## src/rtl/machine_ctl.sv

```systemverilog
// rtl/machine_ctl.sv - 8-step instruction sequencer for the 8-bit RISC core
// Decodes the IR opcode into per-step bus/register strobes and counts retired instructions.
module machine_ctl #(
   parameter int CNT_W       = 16,
   parameter int HALT_STICKY = 1
) (
   input  logic             clk,
   input  logic             reset,
   input  logic             fetch,
   input  logic [2:0]       opcode,
   input  logic             zero,
   output logic             inc_pc,
   output logic             load_acc,
   output logic             load_pc,
   output logic             rd,
   output logic             wr,
   output logic             load_ir,
   output logic             datactl_ena,
   output logic             halt,
   output logic [CNT_W-1:0] instr_cnt
);

   localparam logic [2:0] OP_HLT  = 3'b000;
   localparam logic [2:0] OP_SKZ  = 3'b001;
   localparam logic [2:0] OP_ADD  = 3'b010;
   localparam logic [2:0] OP_ANDD = 3'b011;
   localparam logic [2:0] OP_XORR = 3'b100;
   localparam logic [2:0] OP_LDA  = 3'b101;
   localparam logic [2:0] OP_STO  = 3'b110;
   localparam logic [2:0] OP_JMP  = 3'b111;

   typedef enum logic [2:0] {S0, S1, S2, S3, S4, S5, S6, S7} step_t;

   step_t step;
   step_t n_step;
   logic  ena;
   logic  halted;
   logic  n_inc_pc, n_load_acc, n_load_pc, n_rd, n_wr, n_load_ir, n_datactl_ena, n_halt;
   logic  alu_op;
   logic  skip;

   assign alu_op = (opcode == OP_ADD) || (opcode == OP_ANDD) ||
                   (opcode == OP_XORR) || (opcode == OP_LDA);
   assign skip   = (opcode == OP_SKZ) && zero;

   // Output vector for the step about to execute; registered below.
   always_comb begin
      n_inc_pc      = 1'b0;
      n_load_acc    = 1'b0;
      n_load_pc     = 1'b0;
      n_rd          = 1'b0;
      n_wr          = 1'b0;
      n_load_ir     = 1'b0;
      n_datactl_ena = 1'b0;
      n_halt        = 1'b0;
      n_step        = S0;
      case (step)
         S0: begin
            n_rd      = 1'b1;
            n_load_ir = 1'b1;
            n_step    = S1;
         end
         S1: begin
            n_inc_pc  = 1'b1;
            n_rd      = 1'b1;
            n_load_ir = 1'b1;
            n_step    = S2;
         end
         S2: n_step = S3;
         S3: begin
            n_inc_pc = 1'b1;
            n_halt   = (opcode == OP_HLT);
            n_step   = S4;
         end
         S4: begin
            n_rd          = alu_op;
            n_load_pc     = (opcode == OP_JMP);
            n_datactl_ena = (opcode == OP_STO);
            n_step        = S5;
         end
         S5: begin
            n_rd          = alu_op;
            n_load_acc    = alu_op;
            n_inc_pc      = skip || (opcode == OP_JMP);
            n_load_pc     = (opcode == OP_JMP);
            n_datactl_ena = (opcode == OP_STO);
            n_wr          = (opcode == OP_STO);
            n_step        = S6;
         end
         S6: begin
            n_rd          = alu_op;
            n_datactl_ena = (opcode == OP_STO);
            n_step        = S7;
         end
         S7: begin
            n_inc_pc = skip;
            n_step   = S0;
         end
         default: n_step = S0;
      endcase
   end

   always_ff @(posedge clk or posedge reset) begin
      if (reset) begin
         ena         <= 1'b0;
         halted      <= 1'b0;
         step        <= S0;
         inc_pc      <= 1'b0;
         load_acc    <= 1'b0;
         load_pc     <= 1'b0;
         rd          <= 1'b0;
         wr          <= 1'b0;
         load_ir     <= 1'b0;
         datactl_ena <= 1'b0;
         halt        <= 1'b0;
         instr_cnt   <= '0;
      end else if (!ena) begin
         ena <= fetch;
      end else if (halted) begin
         inc_pc      <= 1'b0;
         load_acc    <= 1'b0;
         load_pc     <= 1'b0;
         rd          <= 1'b0;
         wr          <= 1'b0;
         load_ir     <= 1'b0;
         datactl_ena <= 1'b0;
         halt        <= 1'b1;
      end else begin
         inc_pc      <= n_inc_pc;
         load_acc    <= n_load_acc;
         load_pc     <= n_load_pc;
         rd          <= n_rd;
         wr          <= n_wr;
         load_ir     <= n_load_ir;
         datactl_ena <= n_datactl_ena;
         halt        <= n_halt;
         step        <= n_step;
         if (step == S7)
            instr_cnt <= instr_cnt + CNT_W'(1);
         if ((HALT_STICKY != 0) && n_halt)
            halted <= 1'b1;
      end
   end

endmodule

```

## config.mk

```make
export PLATFORM = sky130hd
export DESIGN_NAME = machine_ctl
export DESIGN_NICKNAME = d
export VERILOG_FILES = /design/src/rtl/machine_ctl.sv
export SDC_FILE = /design/constraint.sdc
export NUM_CORES = 1
export LEC_CHECK = 0
export ABC_AREA = 1
export BUFFER_PORTS_ARGS = -buffer_cell sky130_fd_sc_hd__buf_4
export CORE_ASPECT_RATIO = 0.75
export CORE_MARGIN = 10
export CORE_UTILIZATION = 45
export DETAILED_ROUTE_END_ITERATION = 16
export GPL_ROUTABILITY_DRIVEN = 1
export MAX_ROUTING_LAYER = met4
export PLACE_DENSITY = 0.68
export SYNTH_ARGS = -nofsm -noshare
export SYNTH_HDL_FRONTEND = slang
export SYNTH_SLANG_ARGS = --single-unit
export TNS_END_PERCENT = 5
```

## constraint.sdc

```tcl
create_clock -name clk -period 4.1 [get_ports clk]
set_input_delay 0.205 -clock clk [delete_from_list [all_inputs] [get_ports clk]]
set_output_delay 0.205 -clock clk [all_outputs]
set_load 0.005 [all_outputs]
```

* Yosys cells after proc, flatten, opt, wreduce, memory -nomap -nowiden
Index checks and enable logic that the tools add are counted.
** Storage, ports and cells
- Input bits :: 7
- Memories :: 0
- Output and inout bits :: 24
- Bits in writable memories :: 0
- Logic and storage cells :: 61
- Register bits :: 29
- Memory bits (read-only) :: 0
- Bits in latches :: 0
** Operators by class
- Bitwise operators :: 1
- Shift-type cells :: 0
- Equal/unequal tests :: 14
- Reduce and logical (&&, ||, !) cells :: 13
- $add $sub $neg :: 1
- Multiply operators :: 0
- Div/mod/pow operators :: 0
- Multiplexer cells :: 20
- Order comparisons :: 0
** Operators by type and width (count)
- equality test 3 bit, second input constant :: 8
- case mux 3 bit (8 select lines) :: 1
- 2-to-1 mux 1 bit :: 17
- adder 16 x 1 -> 16 bit, second input constant :: 1
- equality test 3 x 2 -> 1 bit, second input constant :: 4
- equality test 3 x 1 -> 1 bit, second input constant :: 2
- logical NOT 3 bit :: 2
- OR reduction 2 bit :: 3
- logical OR 1 bit :: 4
- case mux 1 bit (3 select lines) :: 1
- AND reduction 3 bit :: 1
- OR reduction 3 bit :: 1
- case mux 1 bit (2 select lines) :: 1
- AND reduction 2 bit :: 1
- logical AND 1 bit :: 1
- inverter 1 bit :: 1

* Depth between registers and ports, before layout
Gate-level depths: netlist of the first run.
- Depth after elaboration :: 6
- Depth in mapped cells :: 9
- Mapped depth without buffers :: 9

* Least setup slack after synthesis of the first run
No wires, ideal clock.
- Path kind :: register to register
- From :: reg step[1]
- To :: reg datactl_ena
- Path slack :: 2744 ps
- Data required time :: 4017 ps
- Arrival :: 1273 ps
- Path buffers :: 0
- Library setup time :: 83 ps
- Period minus slack after synthesis :: 1356 ps
- Cell stages (with the launch flop) :: 8
- Path through :: dfrtp_1 > inv_1 > ha_1 > inv_1 > nand2_1 > o21ai_0 > or2_2 > o21ai_0
** On the way
- Cells in the longest elaborated chain, start to end :: 4
- Elaborated cells on any way between the ends :: 6
- Those cells by class :: 3 x eq/ne; 2 x mux; 1 x reduce/logical
** RTL lines
- start: declaration :: RTL line 34 : step_t step;
- start signal: assignment :: RTL line 137 : step <= n_step;
- equality test 3 bit :: RTL line 57 : case (step)
- OR reduction 3 bit (no line) *
- 2-to-1 mux 1 bit *
- 2-to-1 mux 1 bit * :: RTL line 119 : end else if (halted) begin
- end signal: assignment :: RTL line 135 : datactl_ena <= n_datactl_ena;
- end: declaration :: RTL line 18 : output logic datactl_ena,
Every way passes the cells marked *; elsewhere a longest branch is shown, timed or not.
A chain may end at the register's enable or synchronous reset.

* Final worst setup path of the first run
Ends and elaborated chain as after synthesis.

==> results.cfg, run 1 <==
[run_status]
outcome = finished, final reports clean

[power]
net-switching-power_w = 0.0000926
powerDensity_mw_per_mm2 = 279
intPower_w = 0.000411
p_clk_share_pct = 42.7
combPwrFrac_pct = 2.6
seqPwrFrac_pct = 54.8
leakage_nw = 0.976
swShare_pct = 18.4
max-vdd-ir-drop_v = 0.000181

[floorplan]
rows = 17
fp.dieW_um = 85.9
die_y_um = 69.5
start_util_pct = 48.3
core_region_area_mm2 = 0.00304
ios = 31
design.die.area_mm2 = 0.00597

[logic_synthesis]
yosysTopAreaCell = dfrtp_1
ys_seq_area_share_pct = 47.7
synth-async-reset-ratio_pct = 100
synthDistinctLibCells = 27
synth_edf_count = 0
postSynthCellCount = 172
post_synth.cell_area_avg_um2 = 8.53
synth_area_leaders = dfrtp_1 48%, nand2_1 12%, inv_1 6.4%, ha_1 4.3%, nand3_1 4.1%
ys_ff_latch = 28
syn_nets = 184
yosys_most_used_dff = dfrtp_1
yosysWarnings = 0
synth_area_mm2 = 0.00147
synth.most_common_cell = nand2_1
ys_top_cells_by_count = 46 x nand2_1, 28 x dfrtp_1, 25 x inv_1
yosys.area.top_type_share_pct = 47.7

[place]
place_congestion = 0.823
dp_hpwl_um = 2530
post_dp_cell_area_mm2 = 0.00173
port_buffers = 30

[job]
cap_violations = 0

[finish]
multi_input_area_um2 = 662
final_nets = 218
diodes = 0
regArea_um2 = 701
fillers = 258
design_area_mm2 = 0.00180
utilization_pct = 59.3
area_growth_pct = 22.9
layout-drive-gt1-share_pct = 22.0

[sta]
finClkSkew_ps = 3.22
tightest_slew_ps = 1040
finalSetupViolCount = 0
timing.final.crit_share_pct = 37.8
rsz0062_at_grt = no
period_needed_ps = 1550
drv_slew = 0
final_hold_viol_count = 0
fmaxAchievable_mhz = 646
timing.setup.tns_ps = 0
max_slew_margin_pct = 30.7

[setup_path]
reg2reg_depth = 7
critical_path.max_stage_delay_ps = 410
cp-end-kind = flop
cp_num_cells = 7
cp.buffers_inverters = 2
crit_type = reg -> reg
critPathLaunchType = flop
crit_arrival_ps = 1750
crit_path_start = step[1]$_DFFE_PP0P_
crit_required_ps = 4300
path_delay_family = simple AND/OR/NAND/NOR gates
crit_chain = inv_1, ha_1, inv_1, nand2_1, o21ai_0, or2_2, o21ai_0
cp_max_fo = 5
reg2reg_from = step[1]$_DFFE_PP0P_
critPathSlowestCell = dfrtp_1

[clock_tree]
cts_tree = yes
cts-buffers-inserted = 3
cts_setup_buffers = 0
ctsResizeCount = 0
cts-root-buf = clkbuf_8
path_clk_slew_ps = 90
htreeDepth = 1
clock-sinks = 28
clock_path_buffers = 2
clk_latency_ps = 270
hold_buffers = 0

[global_routing]
grt.met2_usage_pct = 16.1
met3_usage_pct = 4.10
grt_pass1_wl_um = 5660
busiest_layer = met2
grt_pass1_vias = 1135
overflow = 0
grtUsageMet1_pct = 15.9
grt_use_total_pct = 11.6
grt_max_degree = 29
antenna_found_initial = 0

[detailed_routing]
route.detailed.drc = 0
route.antenna.remaining_nets = 0
routed_via_density = 4.88
firstDrtPassIters = 4
vias = 1186
drt-total-wl_um = 3180
avgRoutedWirePerCell_um = 13.1
drtIter0Drc = 84

[hold_path]
hold-path-cell-count = 2
hp-start = fetch
min_path_type = in -> reg
## worst register-to-register path: cells and delay by family (launching register included)
| kind | cells | cell delay, ps |
|---|---|---|
| flip-flops | 1 | 410 |
| buffers and inverters | 2 | 160 |
| AND/OR/NAND/NOR | 2 | 410 |
| adder cells (fa/ha/maj) | 1 | 240 |
| AO/OA/AOI/OAI | 2 | 250 |
## flip-flops by register name (all words and copies together), names as in the netlist
signal	cells
load_ir	1
wr	1
datactl_ena	1
ena	1
instr_cnt	16
step	3
load_pc	1
halt	1
inc_pc	1
load_acc	1
rd	1
## final cells by class
class | count | share of cell area (%)
clock buffer | 3 | 2.29
clock inverter | 1 | 1.66
inverter | 26 | 5.41
multi-input combinational | 117 | 36.7
sequential | 28 | 38.8
tap | 38 | 2.64
timing repair buffer | 30 | 12.5
## power by group through the flow
| stage | Combinational, W | Clock, W | Sequential, W |
|---|---|---|---|
| after floorplan | 0.00000633 | 0 | 0.000281 |
| after global placement | 0.0000130 | 0 | 0.000281 |
| after detailed placement | 0.0000135 | 0 | 0.000281 |
| after CTS | 0.0000135 | 0.000221 | 0.000276 |
| after global routing | 0.0000155 | 0.000235 | 0.000276 |
| final | 0.0000129 | 0.000215 | 0.000276 |
## final timing paths
kind                                      endpoint  slack [ps]
setup / recovery           datactl_ena$_DFFE_PP0P_        2550
min in group asynchronous      load_ir$_DFFE_PP0P_         180
hold / removal                       ena$_DFF_PP0_         130
max in group asynchronous      step[0]$_DFFE_PP0P_        3290
setup reg to reg           datactl_ena$_DFFE_PP0P_        2550
hold reg to reg                load_ir$_DFFE_PP0P_         490
## logic make-up (layout without fill, tap and decap cells)
group | after synthesis | count (layout) | share of synthesized area (%)
AOI/OAI and AO/OA | 16 | 16 | 6.56
xor gates and xnor gates | 10 | 10 | 5.97
adders and majority gates | 5 | 5 | 4.26
buffers and inverters | 27 | 60 | 7.16
DFF | 28 | 28 | 47.7
and+or+nand+nor | 86 | 86 | 28.3
## per-layer routing
layer  up-vias  part of all wire [%]  wire length (µm)
li1        610                     -                 -
met5         -                     0                 0
met4         0                  0.57                18
met2        31                    42              1340
met3         2                   7.3               232
met1       543                    50              1590
## stage by stage
| step | hold slack, ps | power (W) | setup WS [ps] | instances |
|---|---|---|---|---|
| floorplan | 270 | 0.000288 | 2740 | 172 |
| global placement | 400 | 0.000294 | 2680 | 239 |
| detailed placement | 409 | 0.000295 | 2570 | 239 |
| CTS | 123 | 0.000511 | 2550 | 243 |
| global route | 125 | 0.000527 | 2350 | 243 |
| finish | 128 | 0.000504 | 2550 | 243 |
## cells in the final DEF, fill, tap and decap left out
cell type,n
or2_2,2
a22oi_1,1
o21ai_0,10
buf_4,30
dfrtp_1,28
nor2_8,1
xor2_1,6
a21oi_1,1
o21bai_2,1
ha_1,5
nand3_1,12
bufinv_16,1
o21bai_1,1
clkbuf_8,3
nand3_2,1
nand2_4,1
nand2_1,46
inv_2,1
nor2_2,1
nor2_4,2
nor2_1,10
nand3b_1,1
o211ai_1,1
xnor2_1,4
a211oi_1,1
inv_1,25
nor3_1,1
nand4_1,7
nand2_2,1
No activity file was read; power rests on OpenSTA's default activity.
==> run 2, diff against run 1 <==
==> constraint.sdc (replaced) <==
create_clock -name clk -period 1.5 [get_ports clk]
set_input_delay 0.075 -clock clk [delete_from_list [all_inputs] [get_ports clk]]
set_output_delay 0.075 -clock clk [all_outputs]
set_load 0.005 [all_outputs]
==> run 2 against run 1 <==
Compared with the run above:
- global-route usage decreased by 0.18 points
- largest cell class unchanged
- total power rose to 2.8 times the previous value
- utilization grew 3.0 points
- wire length grew 1.5%
==> results.cfg, run 2 (synthesis gave the netlist of run 1 again) <==
[run_status]
outcome = finished, final reports clean

[clock_tree]
clk_latency_ps = 280
cts-root-buf = clkbuf_8
clock_path_buffers = 2
path_clk_slew_ps = 100
cts-buffers-inserted = 3
htreeDepth = 1
cts_tree = yes
clock-sinks = 28

[job]
cap_violations = 0

[detailed_routing]
avgRoutedWirePerCell_um = 12.8
route.detailed.drc = 0
firstDrtPassIters = 4
drt-total-wl_um = 3230
routed_via_density = 4.78
vias = 1204
drtIter0Drc = 74
route.antenna.remaining_nets = 0

[setup_path]
reg2reg_from = step[0]$_DFFE_PP0P_
crit_type = reg -> reg
crit_chain = ha_2, nand2_2, inv_2, nand2_4, nor2_4, nand2_2, o21bai_2, nand2_1, inv_1
critical_path.max_stage_delay_ps = 410
crit_arrival_ps = 1670
critPathSlowestCell = dfrtp_1
crit_path_start = step[0]$_DFFE_PP0P_
cp-end-kind = flop
critPathLaunchType = flop
cp_max_fo = 7
r2r_setup_slack_ps = 70
crit_required_ps = 1730
cp_common_cell = nand2_2

[sta]
rsz0062_at_grt = yes
finalSetupViolCount = 0
fmaxAchievable_mhz = 697
timing.final.crit_share_pct = 95.7
period_needed_ps = 1430
drv_slew = 0
final_hold_viol_count = 0
finClkSkew_ps = 4.60
tightest_slew_ps = 353
max_slew_margin_pct = 76.4

[finish]
area_growth_pct = 29.2
reg.largest.list = instr_cnt (16), step (3)
layout-drive-gt1-share_pct = 27.6
regMostFlops = instr_cnt
regArea_um2 = 701
multi_input_area_um2 = 682
layout_common_cells = 45 x nand2_1, 37 x buf_4, 28 x dfrtp_1
diodes = 0
final_cells = 252
final_nets = 227
utilization_pct = 62.4
fillers = 268
largest_register_ffs = 16
final_common_cell = nand2_1

[power]
max-vdd-ir-drop_v = 0.000581
seqPwrFrac_pct = 54.2
combPwrFrac_pct = 3.0
intPower_w = 0.00113
leakage_nw = 1.02
swShare_pct = 18.9
powerDensity_mw_per_mm2 = 734
p_clk_share_pct = 42.8
net-switching-power_w = 0.000263

[floorplan]
rows = 17
core_region_area_mm2 = 0.00304
die_y_um = 69.5
ios = 31
design.die.area_mm2 = 0.00597
fp.dieW_um = 85.9
start_util_pct = 48.3

[global_routing]
grt_use_total_pct = 11.4
overflow = 0
grt_pass1_wl_um = 5640
grt_max_degree = 29
grtUsageMet1_pct = 14.9
antenna_found_initial = 0
grt_pass1_vias = 1227
busiest_layer = met2
met3_usage_pct = 4.57
grt.met2_usage_pct = 16.2

[place]
placed_cells = 245
dp_hpwl_um = 2520
place_congestion = 0.810
port_buffers = 30

[hold_path]
min_path_type = in -> reg
hp-start = opcode[2]
==> run 2: power groups by stage <==
stage          Combinational, W  Clock, W  Sequential, W
3_5_place_dp          0.0000391         0       0.000769
2_1_floorplan         0.0000173         0       0.000769
3_3_place_gp          0.0000379         0       0.000769
5_1_grt               0.0000481  0.000637       0.000754
6_report              0.0000417  0.000596       0.000754
4_1_cts               0.0000434  0.000611       0.000754
==> run 2: layer usage <==
metal / vias up / wire length (µm)
met5: - / 0
met4: 0 / 41
met3: 6 / 234
met2: 29 / 1370
met1: 536 / 1580
li1: 633 / -
==> run 2: path summary, 6_finish.rpt <==
kind,to,cells after the start
setup reg to reg,instr_cnt[9]$_DFFE_PP0P_,9
hold reg to reg,load_ir$_DFFE_PP0P_,2
max in group asynchronous,inc_pc$_DFFE_PP0P_,4
hold / removal,wr$_DFFE_PP0P_,3
setup / recovery,instr_cnt[9]$_DFFE_PP0P_,9
min in group asynchronous,instr_cnt[9]$_DFFE_PP0P_,4
==> run 2: area by class of cell <==
| type | count | share of cell area (%) |
|---|---|---|
| flip-flops and latches | 28 | 36.9 |
| multi-input cells | 117 | 35.9 |
| repair buffers | 39 | 15.7 |
| inverters | 26 | 5.15 |
| well taps | 38 | 2.51 |
| clock buffers | 3 | 2.18 |
| clock inverters | 1 | 1.58 |
==> run 2: worst max-delay path, delay by kind of cell, from the launching register on <==
| family | cells | cell delay, ps |
|---|---|---|
| AND/OR/NAND/NOR | 5 | 520 |
| flip-flops | 1 | 410 |
| adder cells (fa/ha/maj) | 1 | 220 |
| AO/OA/AOI/OAI | 1 | 120 |
| buffers and inverters | 2 | 110 |
==> run 2: what timing repair did <==
| item | CTS | global route |
|---|---|---|
| gates resized for setup | 0 | 10 |
| setup buffers | 0 | 1 |
| setup endpoints to repair | 0 | 13 |
| endpoints found under the hold margin | 29 | 0 |
| hold buffers | 2 | 0 |
==> run 2: metrics by stage <==
stage | TNS, ps | setup WS [ps] | cell area [µm²] | hold WS, ps | total power (W)
final | 0 | 65.1 | 1900 | 108 | 0.00139
after detailed placement | 0 | 33.5 | 1780 | 173 | 0.000808
after floorplan | 0 | 144 | 1470 | 140 | 0.000786
after global routing | -166 | -67.0 | 1900 | 118 | 0.00144
after global placement | 0 | 99.4 | 1780 | 167 | 0.000807
after CTS | 0 | 18.1 | 1870 | 112 | 0.00141
==> run 3, diff against run 2 <==
--- a/config.mk
+++ b/config.mk
@@ -11,7 +11,7 @@
 export CORE_MARGIN = 10
 export CORE_UTILIZATION = 45
 export DETAILED_ROUTE_END_ITERATION = 16
-export GPL_ROUTABILITY_DRIVEN = 1
+export GPL_ROUTABILITY_DRIVEN = 0
 export MAX_ROUTING_LAYER = met4
 export PLACE_DENSITY = 0.68
 export SYNTH_ARGS = -nofsm -noshare
==> constraint.sdc (replaced) <==
create_clock -name clk -period 1.4 [get_ports clk]
set_input_delay 0.07 -clock clk [delete_from_list [all_inputs] [get_ports clk]]
set_output_delay 0.07 -clock clk [all_outputs]
set_load 0.005 [all_outputs]
==> run 3 against run 2 <==
Compared with the run above:
- worst hold slack got worse by 11 ps
- wire length increased by 11%
- combinational power rose by 9.4%
- clock skew is 6.0 ps higher
- via count rose by 8.7%
- setup slack got worse by 11 ps
- clock power rose by 6.2%
- fmax grew 6.6%
- critical path depth stayed put
- largest cell class is now multi-input gates
==> results.cfg, run 3 (synthesis gave the netlist of run 1 again) <==
[run_status]
outcome = finished, final reports clean

[setup_path]
r2r_end = instr_cnt[9]$_DFFE_PP0P_
critical_path.max_stage_delay_ps = 420
cp-endpoint = instr_cnt[9]$_DFFE_PP0P_
cp-end-kind = flop
cp_common_cell = nand2_4
cp.buffers_inverters = 2
critPathLaunchType = flop
crit_arrival_ps = 1570
critPathSlowestCell = dfrtp_1
crit_path_start = step[1]$_DFFE_PP0P_
crit_type = reg -> reg
r2r_setup_slack_ps = 50
reg2reg_depth = 9
cp_num_cells = 9
path_delay_family = simple AND/OR/NAND/NOR gates
cp_max_fo = 7
reg2reg_from = step[1]$_DFFE_PP0P_
crit_required_ps = 1630
crit_chain = ha_4, nand2_4, inv_2, nand2_4, nor2_4, nand2_2, o21bai_2, nand2_1, inv_1

[finish]
diodes = 0
layout_common_cells = 47 x buf_4, 43 x nand2_1, 26 x dfrtp_1
design_area_mm2 = 0.00204
fillers = 224
regArea_um2 = 703
area_growth_pct = 39.2
regMostFlops = instr_cnt
final_common_cell = buf_4
reg.largest.list = instr_cnt (16), step (3)
layout-drive-gt1-share_pct = 36.6
largest_register_ffs = 16
multi_input_area_um2 = 751
final_nets = 237

[floorplan]
design.die.area_mm2 = 0.00597
rows = 17
fp.dieW_um = 85.9
die_y_um = 69.5
start_util_pct = 48.3
ios = 31
core_region_area_mm2 = 0.00304

[clock_tree]
cts-buffers-inserted = 3
htreeDepth = 1
cts-root-buf = clkbuf_8
clock-sinks = 28
clock_path_buffers = 2
path_clk_slew_ps = 100
cts_tree = yes
clk_latency_ps = 280

[job]
cap_violations = 0

[global_routing]
grt_max_degree = 29
grt_pass1_wl_um = 5780
grt_use_total_pct = 11.9
grt_pass1_vias = 1255
antenna_found_initial = 0
overflow = 0

[power]
combPwrFrac_pct = 3.1
powerDensity_mw_per_mm2 = 727
net-switching-power_w = 0.000277
intPower_w = 0.00121
max-vdd-ir-drop_v = 0.000587
seqPwrFrac_pct = 54.4
p_clk_share_pct = 42.6
swShare_pct = 18.6
leakage_nw = 1.08

[sta]
fin_ws_ps = 54.3
tightest_slew_ps = 360
finClkSkew_ps = 10.6
final_hold_viol_count = 0
drv_slew = 0
period_needed_ps = 1350
finalSetupViolCount = 0
fmaxAchievable_mhz = 743
rsz0062_at_grt = yes
timing.final.crit_share_pct = 96.1
max_slew_margin_pct = 76.0

[detailed_routing]
drtIter0Drc = 90
route.antenna.remaining_nets = 0
route.detailed.drc = 0
firstDrtPassIters = 4
routed_via_density = 5.00
drt-total-wl_um = 3600
vias = 1309
avgRoutedWirePerCell_um = 13.7

[hold_path]
hold-path-cell-count = 3
min_path_type = in -> reg

[place]
pre_cts_ws_ps = -72.0
post_dp_cell_area_mm2 = 0.00183
dp_hpwl_um = 2690
port_buffers = 30
==> run 3: changes by cell type in the layout (fill, tap and decap cells not counted), sizes merged <==
| cell | previous run | this run |
|---|---|---|
| buf | 37 | 47 |
==> run 3: stage by stage <==
step                      utilization, %  std cells  hold slack, ps  power, W  setup TNS [ps]
after floorplan                        -        172             135  0.000843               0
after global placement              60.2        252             160  0.000864           -33.3
after detailed placement            60.2        252             173  0.000866            -205
after global routing                67.2        262            96.6   0.00155           -48.3
final                               67.2        262            97.6   0.00149               0
after CTS                           63.8        259             106   0.00151           -29.0
==> run 3: worst reg2reg max path, stage by stage, from the launching register on <==
cell and delay, ps:
dfrtp_1 420, ha_4 170, nand2_4 60, inv_2 70, nand2_4 60, nor2_4 210
nand2_2 110, o21bai_2 110, nand2_1 60, inv_1 50
==> run 3: final cells by class <==
class / instances / share of cell area [%]
multi-input combinational: 117 / 36.7
sequential: 28 / 34.4
timing repair buffer: 49 / 18.2
inverter: 26 / 4.78
tap: 38 / 2.33
clock buffer: 3 / 2.02
clock inverter: 1 / 1.47
==> run 3: worst min-delay path by stage <==
stage              start                  endpoint
2_1_floorplan      reset   datactl_ena$_DFFE_PP0P_
3_3_place_gp       reset       load_ir$_DFFE_PP0P_
3_5_place_dp       reset  instr_cnt[6]$_DFFE_PP0P_
4_1_cts        opcode[2]   datactl_ena$_DFFE_PP0P_
5_1_grt        opcode[2]   datactl_ena$_DFFE_PP0P_
6_report       opcode[2]   datactl_ena$_DFFE_PP0P_
==> run 3: metal layers <==
layer  track usage (%)  part of all wire (%)  vias up  routed length (µm)
met4              1.63                  0.50        0                  18
met3              3.98                   5.0        2                 179
met5                 -                     0        -                   0
met2              18.6                    48       24                1720
met1              14.8                    47      634                1680
li1                  -                     -      649                   -
==> run 3: timing repair <==
action / in CTS / in global routing
endpoints found under the setup margin: 10 / 12
buffers inserted: 1 / 3
gates resized for setup: 6 / 24
gates cloned: 0 / 0
hold buffers: 2 / 0
pin swaps: 2 / 5
hold endpoints to repair: 29 / 0
==> run 3: power by group through the flow <==
stage                     registers, W  clock network (W)   logic, W
final                         0.000808           0.000633  0.0000456
after global routing          0.000808           0.000689  0.0000509
after CTS                     0.000808           0.000654  0.0000464
after detailed placement      0.000824                  0  0.0000420
after global placement        0.000824                  0  0.0000403
after floorplan               0.000824                  0  0.0000185
